$ cat src/rtl/uart_pkg.sv
// Shared UART definitions: receiver state encoding and default frame constants.
package uart_pkg;

  localparam int UART_OVS      = 16;
  localparam int UART_DBIT_DEF = 8;

  typedef enum logic [2:0] {
    IDLE,
    START,
    DATA,
    PARITY,
    STOP
  } rx_state_t;

endpackage

$ cat src/rtl/uart_rx_sync.sv
// Two-flop synchronizer for an asynchronous input; both stages reset to 1 (line idle).
module uart_rx_sync (
  input  logic clk,
  input  logic rst,
  input  logic d,
  output logic q
);

  logic meta;

  always_ff @(posedge clk or negedge rst) begin
    if (!rst) begin
      meta <= 1'b1;
      q    <= 1'b1;
    end else begin
      meta <= d;
      q    <= meta;
    end
  end

endmodule

$ cat src/rtl/uart_receiver.sv
// Oversampling UART receiver: start/data/stop framing with registered strobes.
// Optional parity check and parity_err port enabled by defining UART_RX_PARITY_EN.
module uart_receiver
  import uart_pkg::*;
#(
  parameter int D_BIT   = UART_DBIT_DEF,
  parameter int SB_TICK = 16,
  parameter int OVS     = UART_OVS
`ifdef UART_RX_PARITY_EN
  ,
  parameter bit PARITY_ODD = 1'b0
`endif
) (
  input  logic             clk,
  input  logic             rst,
  input  logic             rx,
  input  logic             s_tick,
  output logic [D_BIT-1:0] rx_dout,
  output logic             rx_done_tick,
  output logic             frame_err,
`ifdef UART_RX_PARITY_EN
  output logic             parity_err,
`endif
  output logic             busy
);

  localparam int TICK_MAX = (SB_TICK > OVS) ? SB_TICK : OVS;
  localparam int TW       = $clog2(TICK_MAX);
  localparam int NW       = (D_BIT > 1) ? $clog2(D_BIT) : 1;

  localparam logic [TW-1:0] T_MID  = TW'(OVS / 2 - 1);
  localparam logic [TW-1:0] T_BIT  = TW'(OVS - 1);
  localparam logic [TW-1:0] T_STOP = TW'(SB_TICK - 1);
  localparam logic [NW-1:0] N_LAST = NW'(D_BIT - 1);

  logic             rx_s;
  rx_state_t        state, state_n;
  logic [TW-1:0]    tick, tick_n;
  logic [NW-1:0]    nbit, nbit_n;
  logic [D_BIT-1:0] sh, sh_n;
  logic [D_BIT-1:0] dout_n;
  logic             done_n, ferr_n;
  logic             armed, armed_n;
`ifdef UART_RX_PARITY_EN
  logic             pbit, pbit_n;
  logic             perr_n;
  logic             par_bad;

  assign par_bad = (^{sh, pbit}) != PARITY_ODD;
`endif

  uart_rx_sync u_sync (
    .clk (clk),
    .rst (rst),
    .d   (rx),
    .q   (rx_s)
  );

  assign busy = (state != IDLE);

  always_ff @(posedge clk or negedge rst) begin
    if (!rst) begin
      state        <= IDLE;
      tick         <= '0;
      nbit         <= '0;
      sh           <= '0;
      rx_dout      <= '0;
      rx_done_tick <= 1'b0;
      frame_err    <= 1'b0;
      armed        <= 1'b1;
`ifdef UART_RX_PARITY_EN
      pbit         <= 1'b0;
      parity_err   <= 1'b0;
`endif
    end else begin
      state        <= state_n;
      tick         <= tick_n;
      nbit         <= nbit_n;
      sh           <= sh_n;
      rx_dout      <= dout_n;
      rx_done_tick <= done_n;
      frame_err    <= ferr_n;
      armed        <= armed_n;
`ifdef UART_RX_PARITY_EN
      pbit         <= pbit_n;
      parity_err   <= perr_n;
`endif
    end
  end

  // armed drops after a low stop bit, so a held-low (break) line must go high
  // before another start edge is accepted.
  always_comb begin
    state_n = state;
    tick_n  = tick;
    nbit_n  = nbit;
    sh_n    = sh;
    dout_n  = rx_dout;
    done_n  = 1'b0;
    ferr_n  = 1'b0;
    armed_n = armed | rx_s;
`ifdef UART_RX_PARITY_EN
    pbit_n  = pbit;
    perr_n  = 1'b0;
`endif
    case (state)
      IDLE: begin
        if (!rx_s && armed) begin
          state_n = START;
          tick_n  = '0;
        end
      end
      START: begin
        if (s_tick) begin
          if (tick == T_MID) begin
            if (!rx_s) begin
              state_n = DATA;
              tick_n  = '0;
              nbit_n  = '0;
            end else begin
              state_n = IDLE;
            end
          end else begin
            tick_n = tick + TW'(1);
          end
        end
      end
      DATA: begin
        if (s_tick) begin
          if (tick == T_BIT) begin
            tick_n = '0;
            sh_n   = {rx_s, sh[D_BIT-1:1]};
            if (nbit == N_LAST) begin
`ifdef UART_RX_PARITY_EN
              state_n = PARITY;
`else
              state_n = STOP;
`endif
            end else begin
              nbit_n = nbit + NW'(1);
            end
          end else begin
            tick_n = tick + TW'(1);
          end
        end
      end
`ifdef UART_RX_PARITY_EN
      PARITY: begin
        if (s_tick) begin
          if (tick == T_BIT) begin
            tick_n  = '0;
            pbit_n  = rx_s;
            state_n = STOP;
          end else begin
            tick_n = tick + TW'(1);
          end
        end
      end
`endif
      STOP: begin
        if (s_tick) begin
          if (tick == T_STOP) begin
            state_n = IDLE;
            tick_n  = '0;
            if (!rx_s) begin
              ferr_n  = 1'b1;
              armed_n = 1'b0;
`ifdef UART_RX_PARITY_EN
            end else if (par_bad) begin
              perr_n = 1'b1;
`endif
            end else begin
              done_n = 1'b1;
              dout_n = sh;
            end
          end else begin
            tick_n = tick + TW'(1);
          end
        end
      end
      default: state_n = IDLE;
    endcase
  end

endmodule

$ cat config.mk
export PLATFORM = sky130hd
export DESIGN_NAME = uart_receiver
export DESIGN_NICKNAME = d
export VERILOG_FILES = /design/src/rtl/uart_pkg.sv /design/src/rtl/uart_rx_sync.sv /design/src/rtl/uart_receiver.sv
export SDC_FILE = /design/constraint.sdc
export NUM_CORES = 1
export LEC_CHECK = 0
export BUFFER_PORTS_ARGS = -buffer_cell sky130_fd_sc_hd__clkbuf_2
export CAP_MARGIN = 20
export CORE_MARGIN = 2
export CORE_UTILIZATION = 35
export CTS_CLUSTER_DIAMETER = 80
export DETAILED_ROUTE_END_ITERATION = 6
export GPL_TIMING_DRIVEN = 0
export MAX_ROUTING_LAYER = met4
export PLACE_DENSITY = 0.62
export RECOVER_POWER = 100
export SLEW_MARGIN = 20
export SYNTH_ARGS = -nofsm -noshare
export SYNTH_HDL_FRONTEND = slang
export SYNTH_SLANG_ARGS = --single-unit
export TNS_END_PERCENT = 100
$ cat constraint.sdc
create_clock -name clk -period 1.9 [get_ports clk]
set_input_delay 0.095 -clock clk [delete_from_list [all_inputs] [get_ports clk]]
set_output_delay 0.095 -clock clk [all_outputs]
set_load 0.01 [all_outputs]
* After elaboration in Yosys (flattened, before gate mapping)
Index checks and enable logic that the tools add are counted.
Storage, ports and cells: bits in read-only memories 0, memories 0, logic and storage cells 79, latch bits 0, input bits 4, output and inout bits 11, memory bits (writable) 0, bits in registers 31
Cells by class: add/subtract/negate cells 2, mux-type cells 36, order comparisons 0, reductions and logical operators 12, equality and inequality tests 18, $mul 0, shift-type cells 0, bitwise logic cells 1, div/mod/pow operators 0
Operators with widths (number):
- 2-to-1 mux 3 bit | 14
- 2-to-1 mux 4 bit | 6
- inequality test 2 bit (second input constant) | 10
- 2-to-1 mux 1 bit | 12
- one-hot mux 3 bit (4 select lines) | 1
- one-hot mux 4 bit (3 select lines) | 1
- AND reduction 8 bit | 1
- AND reduction 7 bit | 1
- == test 3 bit (second input constant) | 2
- one-hot mux 3 bit (2 select lines) | 1
- nonzero test 3 bit | 2
- AND reduction 5 bit | 1
- adder 4 x 1 -> 4 bit (second input constant) | 1
- == test 4 x 3 -> 1 bit (second input constant) | 1
- == test 4 bit (second input constant) | 1
- AND reduction 4 bit | 1
- adder 3 x 1 -> 3 bit (second input constant) | 1
- == test 3 x 1 -> 1 bit (second input constant) | 1
- == test 3 x 2 -> 1 bit (second input constant) | 1
- logical NOT 3 bit | 1
- inequality test 3 bit (second input constant) | 1
- AND reduction 3 bit | 1
- 2-to-1 mux 2 bit | 1
- inequality test 2 x 1 -> 1 bit (second input constant) | 1
- 5 further kinds | 5

* Longest topological paths before layout
depth after elaboration 5, depth in mapped cells 6, gate-level depth less buffers 6

* Hierarchy
From an unflattened synthesis, not the netlist that was laid out.
Unflattened totals: cells, all modules 127, area total of the unflattened synthesis 1514.0 um^2
Modules (own cells, without submodules):
- uart_receiver | cells an instance 125, sequential area each 726.9 um^2, times used 1, area each 1461.4 um^2
- uart_rx_sync | cells an instance 2, sequential area each 52.6 um^2, times used 1, area each 52.6 um^2

* Least setup slack after synthesis
Ideal clock, no wire load.
kind register to register, start register tick[0], end register state[1], cell stages (with the launch flop) 7, arrival 1.586 ns, slack 0.186 ns, buffers on the path 0, cells stage by stage dfrtp_1 > ha_1 > and3b_1 > o21ai_1 > o2111ai_2 > o2111ai_2 > mux2_1
On the way: word-level cells in the longest chain between the ends 3, elaborated cells on any way between the ends 6
RTL lines:
- from (decl) | RTL line uart_receiver.sv:38 | logic [TW-1:0] tick, tick_n;
- from (signal assigned) | RTL line uart_receiver.sv:77 | tick <= tick_n;
- == test 4 bit / == test 4 x 3 -> 1 bit (equally long branches) | RTL line uart_receiver.sv:130, uart_receiver.sv:162, uart_receiver.sv:115
- inequality test 2 bit (no line)
- AND reduction 8 bit (no line) *
- to (signal assigned) | RTL line uart_receiver.sv:76 | state <= state_n;
- to (decl) | RTL line uart_receiver.sv:37 | rx_state_t state, state_n;
Every way passes the cells marked *; elsewhere a longest branch is shown, timed or not. A chain may end at the register's enable or synchronous reset.

* Final worst setup path
start register tick[0], end register tick[3]
On the way: word-level cells in the longest chain between the ends 4, elaborated cells on any way between the ends 10
RTL lines:
- adder 4 x 1 -> 4 bit (tied with other cells) | RTL line uart_receiver.sv:124, uart_receiver.sv:143, uart_receiver.sv:177
- 2-to-1 mux 4 bit, on equally long branches | RTL line uart_receiver.sv:130, uart_receiver.sv:162, uart_receiver.sv:115
- 2-to-1 mux 4 bit, on equally long branches | RTL line uart_receiver.sv:129, uart_receiver.sv:114
- one-hot mux 4 bit (3 select lines) | RTL line uart_receiver.sv:106 | case (state)
Several ways; a longest one is shown, not always the timed one. The select of a mux whose other input is x is not followed.

==> impl_metrics.toml <==
[die]
initial_core_util = 0.3595
die_h_um = 67.87
fp-row-count = 23
fp.dieW_um = 67.87
die_area_um2 = 4606
pin_count = 15
coreArea_um2 = 3971

[yosys]
ys_seq_area_frac = 0.5460
synth.cell_area_um2 = 1428
ys_top_cells_by_count = "dfrtp_1, mux2_2, nand2_1"
synth_nets = 120
ys_ff_latch = 31
synthFlopType = "dfrtp_1"
synthDistinctLibCells = 38
synthTopCellsByArea = "dfrtp_1, mux2_2, dfstp_2"
syn_inst = 113
yosys.area.top_type = "dfrtp_1"
yosys_warnings = 0
synth_top_area_frac = 0.4908
synth_area_per_cell_um2 = 12.63
synth_async_sr_flop_share = 1.000
synth.most_common_cell = "dfrtp_1"
synth-edff-count = 0

[critical_path]
critPathMaxStageDelay_ns = 0.40
reg2reg_depth = 6
cp_top_family = "compound AO/OA/AOI/OAI gates"
rr_endpoint = "tick[3]"
cp.depth = 6
cp-startpoint = "tick[0]"
path_class = "reg2reg"
regToRegSetupSlack_ns = 0.08
crit_path_start_kind = "flip-flop"
crit_buf_inv = 0
crit_arrival_ns = 1.98
reg2reg_from = "tick[0]"
slowest_stage = "dfrtp_1"
crit_chain = "ha_1, and3b_1, a211oi_2, a221o_1, o21ai_1, a22o_1"
endpoint = "tick[3]"
crit_fanout = 5
cp-end-kind = "flip-flop"
required_ns = 2.07

[clock_tree]
cts_made_buffers = 5
root_buffer = "clkbuf_8"
path_clk_slew_ns = 0.07
cts_tree = "built"
clk_path_buf_depth = 2
clk_latency_ns = 0.28
htree_num_levels = 2
cts.sink_count = 31

[sta]
setup_violations = 0
max_freq_ghz = 0.5505
skew_ns = 0.009851
hold_viol = 0
finalCritPeriodShare = 0.9561
slew_viol_final = 0
finalSetupTns_ns = 0
setup_ws_ns = 0.08337
maxSlewHeadroom = 0.4968
fin_hold_ws_ns = 0.1513
fin_crit_ns = 1.817
max_slew.worst_pin.slew_ns = 0.7547

[routing]
drc = 0
ant_nets = 0
first_pass_iters = 4
wl_mm = 2.517
vias = 946
drt_iter0_drc = 80
routed_via_density = 5.005
wl_per_cell_um = 13.32

[global_route]
grt-ovfl-total = 0
antenna_found_initial = 0
grt_util_all_layers = 0.1368
grt_pass1_vias = 966
grt_max_degree = 32
grt_pass1_wl_mm = 4.402

[layout]
area_delta_synth_final_pct = 18.58
nets = 145
antennaDiodeCount = 0
fill_cells = 392
final_util = 0.4263
drive_gt1_frac = 0.3094

[placement]
place_hpwl_mm = 1.776
io_buffers = 14
gp_congestion = 0.8264
dp_slack_ns = 0.04433

[power]
power.density_nw_per_um2 = 1284
finalPower_mw = 2.173
p_leak_nw = 0.8350
vdd_drop_max_v = 0.0005609

[hold_path]
worstHoldPathType = "in2reg"
hold_path_depth = 2
worstHoldStart = "s_tick"

[job]
drv_cap = 0

[status]
status = "complete, no violations"
==> per-layer routing <==
metal | global-route usage | wire, um
met5 | - | 0
met4 | 0.07000 | 30
met3 | 0.04276 | 113
met2 | 0.2181 | 1268
met1 | 0.1553 | 1105
==> layout by cell type, fill, tap and decap left out, types with 3 or more instances in the layout <==
cell type  netlist  layout
clkbuf_1         0      11
ha_1             3       3
dfrtp_1         28      28
nor2_1           6       6
mux2_1           3       3
and3_1           3       3
clkbuf_2         0       3
dfstp_2          3       3
inv_1            4       4
nand2_1          7       7
o21ai_1          3       3
mux2_2          17      17
clkbuf_8         0       6
==> cell type report <==
type,instances,area [um2],area share
repair buffers,18,91.34,0.05395
clock buffers,6,82.58,0.04878
flip-flops and latches,31,779.5,0.4605
inverters,4,15.01,0.008869
well taps,50,62.56,0.03695
clock inverters,2,35.03,0.02069
plain buffers,4,28.78,0.01700
multi-input cells,74,598.1,0.3533
==> where the power goes <==
part	switching [mW]	internal (mW)	total, mW
logic	0.358	0.324	0.681
clock network	0.239	0.424	0.663
registers	0.0760	0.752	0.828
total	0.673	1.50	2.17
==> state kept, by name, summed over array words and instances (netlist names) <==
signal	count
armed	1
frame_err	1
nbit	3
rx_done_tick	1
rx_dout	8
sh	8
state	3
tick	4
u_sync.meta	1
u_sync.q	1
==> logic make-up after synthesis <==
group                      after synthesis  synth area share
adders and majority gates                3           0.02630
buffers and inverters                    8           0.03067
and+or+nand+nor                         31            0.1157
muxes                                   22            0.1718
AOI/OAI and AO/OA                       17            0.1034
xor gates and xnor gates                 1          0.006136
DFF                                     31            0.5460
==> worst register-to-register path, cell delays in order (launching register included) <==
cell,delay [ns]
dfrtp_1,0.40
ha_1,0.25
and3b_1,0.25
a211oi_2,0.28
a221o_1,0.19
o21ai_1,0.10
a22o_1,0.24
==> per-stage QoR <==
step | instances | instance area, um2
6_report | 189 | 1693
5_1_grt | 189 | 1693
4_1_cts | 187 | 1698
3_5_place_dp | 177 | 1560
3_3_place_gp | 177 | 1560
2_1_floorplan | 113 | 1428
==> worst min path at each step <==
stage                              to  slack [ns]
after floorplan             frame_err       -0.20
after global placement       state[1]        0.19
after detailed placement  u_sync.meta        0.19
after CTS                    state[0]        0.14
after global routing         state[0]        0.16
final                        state[0]        0.15
==> repair_timing <==
action	CTS	global route
hold buffers	2	0
endpoints found under the hold margin	29	0
resized for setup	0	1
endpoints found under the setup margin	0	3
buffers inserted	0	2
No activity file was read; power rests on OpenSTA's default activity.
